## src/rtl/uart_pkg.sv

```systemverilog
// Shared definitions for the UART receive path: FSM encoding, default frame
// width and the half-bit period of the external tick generator.
package uart_pkg;

  typedef enum logic [1:0] {
    IDLE  = 2'd0,
    START = 2'd1,
    DATA  = 2'd2,
    STOP  = 2'd3
  } rx_state_t;

  localparam int DATA_BITS_DEFAULT = 8;
  localparam int HALF_BIT_CLKS     = 2601;
  localparam int TICK_CNT_W        = 5;

  // Half-bit tick number on which the n-th data bit (1-based) is centred.
  function automatic logic [TICK_CNT_W-1:0] data_tick(input int n);
    return TICK_CNT_W'(2 * n + 1);
  endfunction

endpackage

```

## src/rtl/rx_sync.sv

```systemverilog
// Multi-stage synchroniser for the asynchronous serial line; resets to the
// idle-high level so a reset never looks like a start bit.
module rx_sync #(
  parameter int SYNC_STAGES = 2
) (
  input  logic clk,
  input  logic rst_n,
  input  logic serial,
  output logic synced
);

  logic [SYNC_STAGES-1:0] stages;

  // Shift the raw line into the chain, oldest sample at the MSB.
  always_ff @(posedge clk) begin
    if (!rst_n) begin
      stages <= {SYNC_STAGES{1'b1}};
    end else begin
      stages <= SYNC_STAGES'({stages, serial});
    end
  end

  assign synced = stages[SYNC_STAGES-1];

endmodule

```

## src/rtl/uart_rx_frame.sv

```systemverilog
// UART frame receiver timed by an external half-bit tick generator: detects the
// start edge, samples each bit at its centre and checks the stop bit.
module uart_rx_frame
  import uart_pkg::*;
#(
  parameter int DATA_BITS   = DATA_BITS_DEFAULT,
  parameter int SYNC_STAGES = 2
) (
  input  logic                 SystemClock,
  input  logic                 ResetTimer,
  input  logic                 RxSerial,
  input  logic                 NextBit,
  output logic                 TimerRun,
  output logic [DATA_BITS-1:0] RxData,
  output logic                 RxValid,
  output logic                 FrameError,
  output logic                 Busy
);

  localparam logic [TICK_CNT_W-1:0] LAST_DATA_TICK = data_tick(DATA_BITS);
  localparam logic [TICK_CNT_W-1:0] STOP_TICK      = TICK_CNT_W'(2 * DATA_BITS + 3);

  rx_state_t              state, state_nxt;
  logic                   rx_s;
  logic                   nb_d;
  logic                   tick;
  logic [TICK_CNT_W-1:0]  tick_cnt, tick_cnt_nxt, tick_num;
  logic [DATA_BITS-1:0]   shift, shift_nxt, rx_data_nxt;
  logic                   timer_run_nxt, rx_valid_nxt, frame_error_nxt;

  rx_sync #(.SYNC_STAGES(SYNC_STAGES)) u_rx_sync (
    .clk    (SystemClock),
    .rst_n  (ResetTimer),
    .serial (RxSerial),
    .synced (rx_s)
  );

  // Either toggle direction of NextBit is one half-bit tick.
  assign tick     = NextBit ^ nb_d;
  assign tick_num = tick_cnt + TICK_CNT_W'(1);
  assign Busy     = (state != IDLE);

  // Next-state logic and next values of every registered output.
  always_comb begin
    state_nxt       = state;
    tick_cnt_nxt    = tick_cnt;
    shift_nxt       = shift;
    rx_data_nxt     = RxData;
    timer_run_nxt   = TimerRun;
    rx_valid_nxt    = 1'b0;
    frame_error_nxt = 1'b0;
    case (state)
      IDLE: begin
        if (!rx_s) begin
          state_nxt     = START;
          timer_run_nxt = 1'b1;
          tick_cnt_nxt  = '0;
        end else begin
          timer_run_nxt = 1'b0;
        end
      end
      START: begin
        if (tick) begin
          tick_cnt_nxt = tick_num;
          if (rx_s) begin
            state_nxt     = IDLE;
            timer_run_nxt = 1'b0;
          end else begin
            state_nxt = DATA;
          end
        end else begin
          state_nxt = START;
        end
      end
      DATA: begin
        if (tick) begin
          tick_cnt_nxt = tick_num;
          // Odd ticks land mid-bit; even ticks mark bit boundaries.
          if (tick_num[0]) begin
            shift_nxt = {rx_s, shift[DATA_BITS-1:1]};
            if (tick_num == LAST_DATA_TICK) begin
              state_nxt = STOP;
            end else begin
              state_nxt = DATA;
            end
          end else begin
            state_nxt = DATA;
          end
        end else begin
          state_nxt = DATA;
        end
      end
      STOP: begin
        if (tick) begin
          tick_cnt_nxt = tick_num;
          if (tick_num == STOP_TICK) begin
            state_nxt     = IDLE;
            timer_run_nxt = 1'b0;
            if (rx_s) begin
              rx_data_nxt  = shift;
              rx_valid_nxt = 1'b1;
            end else begin
              frame_error_nxt = 1'b1;
            end
          end else begin
            state_nxt = STOP;
          end
        end else begin
          state_nxt = STOP;
        end
      end
      default: begin
        state_nxt     = IDLE;
        timer_run_nxt = 1'b0;
      end
    endcase
  end

  // FSM state register.
  always_ff @(posedge SystemClock) begin
    if (!ResetTimer) begin
      state <= IDLE;
    end else begin
      state <= state_nxt;
    end
  end

  // Datapath, output registers and tick edge detector (held clear while the generator is stopped).
  always_ff @(posedge SystemClock) begin
    if (!ResetTimer) begin
      tick_cnt   <= '0;
      shift      <= '0;
      RxData     <= '0;
      RxValid    <= 1'b0;
      FrameError <= 1'b0;
      TimerRun   <= 1'b0;
      nb_d       <= 1'b0;
    end else begin
      tick_cnt   <= tick_cnt_nxt;
      shift      <= shift_nxt;
      RxData     <= rx_data_nxt;
      RxValid    <= rx_valid_nxt;
      FrameError <= frame_error_nxt;
      TimerRun   <= timer_run_nxt;
      nb_d       <= TimerRun ? NextBit : 1'b0;
    end
  end

endmodule

```

## config.mk

```make
export PLATFORM = sky130hd
export DESIGN_NAME = uart_rx_frame
export DESIGN_NICKNAME = d
export VERILOG_FILES = /design/src/rtl/uart_pkg.sv /design/src/rtl/rx_sync.sv /design/src/rtl/uart_rx_frame.sv
export SDC_FILE = /design/constraint.sdc
export NUM_CORES = 1
export LEC_CHECK = 0
export CELL_PAD_IN_SITES_DETAIL_PLACEMENT = 1
export CELL_PAD_IN_SITES_GLOBAL_PLACEMENT = 2
export CORE_UTILIZATION = 36
export CTS_CLUSTER_DIAMETER = 30
export DETAILED_ROUTE_END_ITERATION = 8
export GPL_ROUTABILITY_DRIVEN = 0
export GPL_TIMING_DRIVEN = 1
export PLACE_DENSITY = 0.92
export SLEW_MARGIN = 20
export SYNTH_ARGS = -nofsm -noshare
export SYNTH_HDL_FRONTEND = slang
export SYNTH_SLANG_ARGS = --single-unit
```

## constraint.sdc

```tcl
create_clock -name SystemClock -period 2.5 [get_ports SystemClock]
set_input_delay 0.5 -clock SystemClock [delete_from_list [all_inputs] [get_ports SystemClock]]
set_output_delay 0.5 -clock SystemClock [all_outputs]
set_load 0.02 [all_outputs]
```

==> results of run 1 <==
## path summary, 6_finish.rpt
kind	from	to	slack, ns
max	state[0]$_SDFFE_PN0P_	Busy	0.26
min	u_rx_sync.stages[0]$_SDFF_PN1_	u_rx_sync.stages[1]$_SDFF_PN1_	0.42
min reg2reg	u_rx_sync.stages[0]$_SDFF_PN1_	u_rx_sync.stages[1]$_SDFF_PN1_	0.42
max reg2reg	tick_cnt[0]$_SDFFE_PN0P_	RxData[1]$_SDFFE_PN0P_	0.43
## state kept, by name (all words and copies together) (netlist names)
name,cells
TimerRun,1
FrameError,1
RxData,8
u_rx_sync.stages,2
RxValid,1
tick_cnt,5
nb_d,1
shift,8
state,2
## metal layers
metal	part of all wire, %	vias to the layer above	wire length (um)	track usage [%]
met5	0	-	0	0
met4	2.0	0	62	8.52
met3	2.9	6	89	4.29
met2	54	16	1650	32.3
met1	41	525	1250	17.8
li1	-	536	-	-
## synth_stat cells, drive strengths merged (3+ instances only)
cell    number  area share [%]
and3         3             1.7
nand2b       4             1.8
dfxtp       29              42
nand2       22             6.0
nand3        3             1.1
a21oi        8             2.9
inv          5             1.4
nor2        10             2.7
mux2i       17              12
o21ai        9             3.6
clkbuf       5             1.4
ha           8             7.3
nor2b       11             5.0
## power breakdown
part	switching (mW)	total [mW]	internal, mW
combinational	0.0458	0.0758	0.0300
clock	0.183	0.375	0.192
sequential	0.00648	0.474	0.467
total	0.236	0.924	0.689
## logic make-up after synthesis
group / Yosys count / synth area share [%]
DFF: 29 / 42.3
adders and majority gates: 8 / 7.29
and+or+nand+nor: 61 / 22.4
AOI/OAI and AO/OA: 22 / 9.03
xor gates and xnor gates: 2 / 1.82
muxes: 17 / 12.4
buffers and inverters: 12 / 4.74
## final cells by class
cell class	count	area [um2]	share of cell area [%]
clock buffers	5	68.8	4.20
well taps	48	60.1	3.67
repair buffers	17	165	10.1
clock inverters	3	17.5	1.07
multi-input cells	110	727	44.4
inverters	5	18.8	1.15
flip-flops and latches	29	581	35.4
## through the flow
| step | util [%] | instance area (um2) | worst slack (ns) |
|---|---|---|---|
| after floorplan | - | 1370 | 0.856 |
| after global placement | 42.4 | 1550 | 0.303 |
| after detailed placement | 42.4 | 1550 | 0.128 |
| after CTS | 44.7 | 1640 | 0.254 |
| after global routing | 44.7 | 1640 | 0.178 |
| final | 44.7 | 1640 | 0.256 |
==> metrics.csv, run 1 <==
metric,value,unit
Critical Path Stages,4,
drt via density,4.99,
Hold Crit Depth,1,
Mapped Area,1370,um2
CP bufs+invs,3,
core area,3660,um2
"Req. time, crit path",2.00,ns
Root Buffer,clkbuf_8,
worst setup path class,reg2out,
peak supply drop,233,uV
die span in y,63.7,um
CP Cell Sequence,inv_1 > ha_1 > inv_1 > clkdlybuf4s50_1,
Pleak,0.561,nW
CP max FO,4,
Num CTS Buffers,5,
fin cells,217,
Initial DRT Pass Iterations,2,
grt ovf,0,
first-pass GRT wire length,5.31,mm
setup TNS,0,ns
# rows,22,
total number of vias,1083,
Post-CTS Resized,0,
Starting Density,37.5,%
critical path's most frequent cell,inv_1,
slowest cell delay on critical path,0.59,ns
"Slew Viols, Final",0,
initial antenna violation count,0,
placed cell count,209,
DP HPWL,2.28,mm
Hold Fails Final Rpt,0,
Final ANT Viol Nets,0,
Setup Viol. Count Final,0,
Area Growth Syn to Fin,19.3,%
CTS Hold Bufs,0,
post-synthesis sequential area ratio,42.3,%
Worst-Skew Late Latency,0.28,ns
RSZ-0062 raised after global routing,no,
Post-synth EDFFs,0,
CP arrival,1.74,ns
most frequent cells in the layout,"dfxtp_1 (29), nand2_1 (22), mux2i_1 (17)",
Syn Inst Count,151,
worst reg-to-reg path cell count,6,
Avg Inst Size Synth,9.09,um2
nature of the critical path endpoint,primary output,
Final nets,180,
H-tree depth,2,
Top delay family on crit path,buffers and inverters,
"CTS clk-pin slew, worst paths",0.06,ns
maxcap violations,0,
Max clock buf depth,2,
most common flop cell mapped by yosys,dfxtp_1,
CTS tree,done,
gr usage total,17.4,%
Worst Hold Class,reg2reg,
Worst-Margin Slew,0.551,ns
filler cell count,431,
total setup buffers inserted after CTS,0,
Post-Route Skew,0.00366,ns
Iteration-0 DRC Markers,39,
final hold slack,0.418,ns
CTS sink count,29,
# DRC,0,
ys async rst share,0,%
diodes inserted,0,
fin crit period,2.24,ns
"commonest non-fill, non-tap cell in the layout",dfxtp_1,
Buffers on Ports,15,
top-level port count,16,
PwrDens,564,nW/um2
WL/cell,14.1,um
outcome,completed,
number of synthesized register bits,29,
share of layout cells above drive strength 1,7.69,%
Die X,63.7,um
"Distinct cells, synth",30,
Ys Warns,0,
Critical-path top delay cell,clkdlybuf4s50_1,
Die Footprint,4060,um2
Worst setup SP type,register,
pin count of the biggest net entering global routing,25,
final WL,3.05,mm
syn nets,163,
maximum clock frequency,0.446,GHz
relative slew slack,62.8,%
Power Total,0.924,mW
fin crit share,89.7,%
vias in the first global route,1149,
Power figures use the tool's default switching activity.
==> inputs of run 2 (changes only) <==
ABC_AREA = 1   (was not set)
CORE_MARGIN = 2   (was not set)
CORE_UTILIZATION = 33   (was 36)
PLACE_DENSITY = 0.91   (was 0.92)
clock period = 2.8 ns   (was 2.5 ns; I/O delays follow)
==> run 2 against run 1 <==
Net effect: setup slack gained 0.34 ns; critical path type unchanged; combinational power shrank 9.6%; first-iteration DRC count grew 21%; highest routed layer unchanged; clock skew grew 0.0020 ns.
==> metrics.csv, run 2 <==
metric,value,unit,change
outcome,completed,,unchanged
CP Cell Sequence,inv_1 > ha_1 > inv_1 > clkdlybuf4s50_1,,unchanged
Hold Fails Final Rpt,0,,unchanged
"CTS clk-pin slew, worst paths",0.06,ns,about the same
# rows,22,,unchanged
ys async rst share,0,%,unchanged
Iteration-0 DRC Markers,47,,was 39
Num CTS Buffers,5,,unchanged
DP HPWL,2.33,mm,was 2.28 mm
drt via density,4.85,,was 4.99
syn nets,181,,was 163
"commonest non-fill, non-tap cell in the layout",nand2_1,,was dfxtp_1
top-level port count,16,,unchanged
ranking of synthesized cells by area,"dfxtp_1 (45%), nand2_1 (10%), ha_1 (7.8%)",,"was dfxtp_1 (42%), mux2i_1 (12%), ha_1 (7.3%)"
Initial DRT Pass Iterations,4,,was 2
worst slack at placement,0.659,ns,was 0.128 ns
WL/cell,13.1,um,was 14.1 um
Worst-Skew Late Latency,0.28,ns,about the same
peak supply drop,275,uV,was 233 uV
nature of the critical path endpoint,primary output,,unchanged
Avg Inst Size Synth,7.57,um2,was 9.09 um2
placed inst area,1490,um2,was 1550 um2
most common cell in the netlist,nand2_1,,was dfxtp_1
worst setup path class,reg2out,,unchanged
Clock Power Share,47.3,%,was 40.6%
die span in y,66.3,um,was 63.7 um
CTS Hold Bufs,0,,unchanged
Final nets,202,,was 180
Die X,66.3,um,was 63.7 um
total net switching power,0.202,mW,was 0.236 mW
filler cell count,461,,was 431
H-tree depth,2,,unchanged
"Req. time, crit path",2.24,ns,was 2.00 ns
most common flop cell mapped by yosys,dfxtp_1,,unchanged
gr usage total,17.1,%,was 17.4%
# DRC,0,,unchanged
first-pass GRT wire length,5.70,mm,was 5.31 mm
CTS tree,done,,unchanged
Ys Warns,0,,unchanged
Pleak,0.646,nW,was 0.561 nW
PwrDens,582,nW/um2,was 564 nW/um2
Comb pwr share,7.3,%,was 8.2%
CTS sink count,29,,unchanged
fin crit period,2.20,ns,
pin count of the biggest net entering global routing,18,,was 25
final WL,3.13,mm,was 3.05 mm
"Slew Viols, Final",0,,unchanged
Root Buffer,clkbuf_8,,unchanged
slowest cell delay on critical path,0.59,ns,about the same
final setup margin,0.599,ns,was 0.256 ns
Max clock buf depth,2,,unchanged
Sequential Power Share,45.3,%,was 51.2%
CP max FO,4,,unchanged
Synth area leader,dfxtp_1,,unchanged
Post-synth EDFFs,0,,unchanged
total number of vias,1160,,was 1083
share of layout cells above drive strength 1,9.42,%,was 7.69%
vias in the first global route,1290,,was 1149
maximum clock frequency,0.454,GHz,
initial antenna violation count,0,,unchanged
placed cell count,231,,was 209
Setup Viol. Count Final,0,,unchanged
diodes inserted,0,,unchanged
share of the synthesized area in the top cell type,45.4,%,was 42.3%
Mapped Area,1280,um2,was 1370 um2
CP arrival,1.64,ns,was 1.74 ns
total setup buffers inserted after CTS,0,,unchanged
post-synthesis sequential area ratio,45.4,%,was 42.3%
number of synthesized register bits,29,,unchanged
Worst setup SP type,register,,unchanged
Post-CTS Resized,0,,unchanged
Syn Inst Count,169,,was 151
Post-synth top cells,"nand2_1 (35), dfxtp_1 (29), nor2_1 (19), a21oi_1 (18), inv_1 (16)",,"was dfxtp_1 (29), nand2_1 (22), mux2i_1 (17), nor2b_1 (11), nor2_1 (10)"
Post-Route Skew,0.00561,ns,was 0.00366 ns
critical path's most frequent cell,inv_1,,unchanged
fraction of power spent switching nets,21.6,%,was 25.5%
Worst Hold Class,reg2reg,,unchanged
largest registers,"RxData (8), shift (8), tick_cnt (5)",,unchanged
Starting Density,34.7,%,was 37.5%
maxcap violations,0,,unchanged
Area Growth Syn to Fin,25.5,%,was 19.3%
cell internal pwr,0.733,mW,was 0.689 mW
Finished Cell Area,1610,um2,was 1640 um2
Die Footprint,4390,um2,was 4060 um2
"Distinct cells, synth",21,,was 30
Worst-Margin Slew,0.565,ns,was 0.551 ns
setup TNS,0,ns,unchanged
fin crit share,78.6,%,
grt ovf,0,,unchanged
most frequent cells in the layout,"nand2_1 (35), dfxtp_1 (29), nor2_1 (19)",,"was dfxtp_1 (29), nand2_1 (22), mux2i_1 (17)"
Critical-path top delay cell,clkdlybuf4s50_1,,unchanged
fin cells,239,,was 217
Buffers on Ports,15,,unchanged
relative slew slack,62.3,%,was 62.8%
RSZ-0062 raised after global routing,no,,unchanged
core area,3690,um2,was 3660 um2
Final ANT Viol Nets,0,,unchanged
run 2: cell types whose count changed in the layout (fill, tap and decap cells not counted), moves of 4 or more:
cell      delta
nand3_1      +8
nand2b_1     -4
mux2i_1     -17
a21oi_1     +10
inv_2        +4
nand2_1     +13
nor2_1       +9
nor2b_1     -11
inv_1       +11
o21ai_1     +11
o21ai_0      -7
run 2: power groups by stage:
| stage | Clock, mW | Sequential [mW] | Combinational [mW] |
|---|---|---|---|
| finish | 0.443 | 0.424 | 0.0685 |
| global route | 0.471 | 0.425 | 0.0774 |
| CTS | 0.456 | 0.424 | 0.0695 |
| detailed placement | 0 | 0.433 | 0.0693 |
| global placement | 0 | 0.433 | 0.0660 |
| floorplan | 0 | 0.432 | 0.0446 |
run 2: logic make-up after synthesis:
kind of cell             share of synthesized area (%)
AND/OR/NAND/NOR                                   27.0
AO/OA/AOI/OAI                                     12.2
flip-flops                                        45.4
buffers and inverters                             6.94
adder cells (fa/ha/maj)                           7.82
XOR/XNOR                                         0.684
run 2: final timing paths:
path / startpoint / to / slack (ns) / cells after the start
min: u_rx_sync.stages[0]$_SDFF_PN1_ / u_rx_sync.stages[1]$_SDFF_PN1_ / 0.41 / 1
max: state[0]$_SDFFE_PN0P_ / Busy / 0.60 / 4
min reg2reg: u_rx_sync.stages[0]$_SDFF_PN1_ / u_rx_sync.stages[1]$_SDFF_PN1_ / 0.41 / 1
max reg2reg: tick_cnt[0]$_SDFFE_PN0P_ / RxData[3]$_SDFFE_PN0P_ / 1.18 / 10
run 2: routing by layer:
| layer | routed length (um) | global-route usage, % | vias up | share of wire (%) |
|---|---|---|---|---|
| met2 | 1570 | 31.4 | 16 | 50 |
| met1 | 1440 | 19.1 | 553 | 46 |
| met4 | 29 | 3.83 | 0 | 0.93 |
| met5 | 0 | 0 | - | 0 |
| li1 | - | - | 587 | - |
| met3 | 99 | 5.28 | 4 | 3.2 |
run 2: layout make-up:
type,count,area (um2),area share (%)
Clock buffer,7,86.3,5.37
Multi-Input combinational cell,117,611,38.0
Tap cell,48,60.1,3.74
Clock inverter,1,30.0,1.87
Timing Repair Buffer,16,158,9.81
Inverter,21,81.3,5.06
Sequential cell,29,581,36.1
run 2: per-stage QoR:
step	total power, mW	hold WS (ns)	util [%]
CTS	0.949	0.422	43.6
detailed placement	0.502	0.407	40.4
global placement	0.499	0.397	40.4
floorplan	0.476	0.386	-
global route	0.974	0.439	43.6
finish	0.935	0.413	43.6
run 2: critical path, delay by kind of cell, from the launching register on:
family | cells | cell delay (ns)
adders and majority gates | 1 | 0.22
buffers and inverters | 3 | 0.75
DFF | 1 | 0.40
==> inputs of run 3 (changes only) <==
CORE_UTILIZATION = 28   (was 33)
PLACE_DENSITY = 0.84   (was 0.91)
clock period = 2 ns   (was 2.8 ns; I/O delays follow)
==> run 3 against run 2 <==
Net effect: global-route usage shrank 4.0 points; sequential share of layout area grew 0.51 points; clock power increased by 4.7%; power rose by 23%; clock skew barely moved; final cell count is 2.1% higher; sequential power up 40%; largest power group is now registers; cell area is 1.4% lower; core utilization fell by 7.4 points.
==> metrics.csv, run 3 (synthesis gave the netlist of run 2 again) <==
metric,value,unit,change
share of layout cells above drive strength 1,9.90,%,was 9.42%
Setup Viol. Count Final,0,,unchanged
# rows,24,,was 22
Finished Cell Area,1580,um2,was 1610 um2
grt ovf,0,,unchanged
met2 wire length,1.52,mm,was 1.57 mm
CTS Hold Bufs,0,,unchanged
FF-to-FF End,RxData[4]$_SDFFE_PN0P_,,was RxData[3]$_SDFFE_PN0P_
placed inst area,1500,um2,was 1490 um2
CTS sink count,29,,unchanged
CP arrival,1.38,ns,was 1.64 ns
DP HPWL,2.34,mm,was 2.33 mm
vias in the first global route,1185,,was 1290
Worst Hold Class,reg2reg,,unchanged
Worst-Margin Slew,0.566,ns,was 0.565 ns
Die X,71.6,um,was 66.3 um
Post-Route Skew,0.00552,ns,was 0.00561 ns
relative slew slack,62.2,%,was 62.3%
worst reg2reg setup slack,0.36,ns,was 1.18 ns
Max clock buf depth,2,,unchanged
CTS tree,done,,unchanged
RSZ-0062 raised after global routing,no,,unchanged
H-tree depth,2,,unchanged
nature of the critical path endpoint,primary output,,unchanged
Buffers on Ports,15,,unchanged
Hold Fails Final Rpt,0,,unchanged
Final nets,203,,was 202
WL/cell,12.7,um,was 13.1 um
maxcap violations,0,,unchanged
total number of vias,1161,,was 1160
Util after Layout,36.1,%,was 43.6%
setup TNS,0,ns,unchanged
die span in y,71.6,um,was 66.3 um
fin crit period,1.78,ns,
fin crit share,89.1,%,
"Slew Viols, Final",0,,unchanged
Hold Startpoint,u_rx_sync.stages[0]$_SDFF_PN1_,,unchanged
final setup margin,0.219,ns,was 0.599 ns
Worst setup SP type,register,,unchanged
pin count of the biggest net entering global routing,18,,unchanged
PwrDens,726,nW/um2,was 582 nW/um2
drt via density,4.76,,was 4.85
initial antenna violation count,0,,unchanged
CP max FO,4,,unchanged
Worst-Skew Late Latency,0.28,ns,about the same
Starting Density,29.2,%,was 34.7%
metal1 wirelength,1.44,mm,about the same
r2r startpoint,tick_cnt[0]$_SDFFE_PN0P_,,unchanged
most frequent cells in the layout,"nand2_1 (35), dfxtp_1 (29), nor2_1 (19)",,unchanged
Area Growth Syn to Fin,23.8,%,was 25.5%
Root Buffer,clkbuf_8,,unchanged
Die Footprint,5130,um2,was 4390 um2
maximum clock frequency,0.561,GHz,
peak supply drop,250,uV,was 275 uV
worst reg-to-reg path cell count,10,,unchanged
core area,4380,um2,was 3690 um2
gr usage total,13.1,%,was 17.1%
"Req. time, crit path",1.60,ns,was 2.24 ns
first-pass GRT wire length,5.24,mm,was 5.70 mm
top-level port count,16,,unchanged
DR WL met3,111,um,was 99 um
outcome,completed,,unchanged
final WL,3.09,mm,was 3.13 mm
Iteration-0 DRC Markers,40,,was 47
Hold Crit Depth,1,,unchanged
Pleak,0.640,nW,was 0.646 nW
Num CTS Buffers,5,,unchanged
# DRC,0,,unchanged
worst setup path class,reg2out,,unchanged
worst slack at placement,0.0757,ns,was 0.659 ns
"commonest non-fill, non-tap cell in the layout",nand2_1,,unchanged
hold endpoint,u_rx_sync.stages[1]$_SDFF_PN1_,,unchanged
largest registers,"RxData (8), shift (8), tick_cnt (5)",,unchanged
Initial DRT Pass Iterations,4,,unchanged
"CTS clk-pin slew, worst paths",0.07,ns,was 0.06 ns
Final ANT Viol Nets,0,,unchanged
diodes inserted,0,,unchanged
DR top layer,met4,,unchanged
==> run 3: layer usage <==
metal	track usage, %	vias to the layer above
met5	0	-
li1	-	592
met3	3.52	3
met4	5.03	0
met2	22.8	16
met1	15.4	550
==> run 3: report_power, final <==
part,internal [mW],total (mW),switching (mW)
Combinational,0.0335,0.0925,0.0590
Clock,0.240,0.464,0.223
Sequential,0.585,0.593,0.00828
Total,0.859,1.15,0.291
==> run 3: layout make-up <==
| class | count | area (um2) |
|---|---|---|
| fillers | 538 | 2800 |
| flip-flops and latches | 29 | 581 |
| well taps | 52 | 65.1 |
| inverters | 21 | 81.3 |
| repair buffers | 17 | 164 |
| multi-input cells | 117 | 611 |
| clock inverters | 2 | 10.0 |
| clock buffers | 6 | 72.6 |
==> run 3: how the worst max path moves through the flow <==
stage	from	to	slack, ns	cells after the start
after global routing	state[0]$_SDFFE_PN0P_	Busy	0.12	4
after floorplan	tick_cnt[1]$_SDFFE_PN0P_	RxData[0]$_SDFFE_PN0P_	0.61	10
final	state[0]$_SDFFE_PN0P_	Busy	0.22	4
after CTS	state[0]$_SDFFE_PN0P_	Busy	0.20	4
after detailed placement	NextBit	RxData[7]$_SDFFE_PN0P_	0.08	11
after global placement	NextBit	RxData[4]$_SDFFE_PN0P_	0.13	11
==> run 3: critical path: stages (launching register included) <==
cell and delay, ns:
dfxtp_1 0.41, inv_1 0.11, ha_1 0.22, inv_1 0.05, dlygate4sd2_1 0.32
==> run 3: repair_timing <==
action,in CTS,in global routing
buffers inserted,0,0
endpoints found under the setup margin,1,0
resized for setup,1,0
==> run 3: stage by stage <==
stage	hold WS (ns)	power, mW	std cells
final	0.412	1.15	244
after global routing	0.443	1.20	244
after CTS	0.418	1.16	244
after detailed placement	0.401	0.702	236
after global placement	0.390	0.699	236
after floorplan	0.386	0.667	169
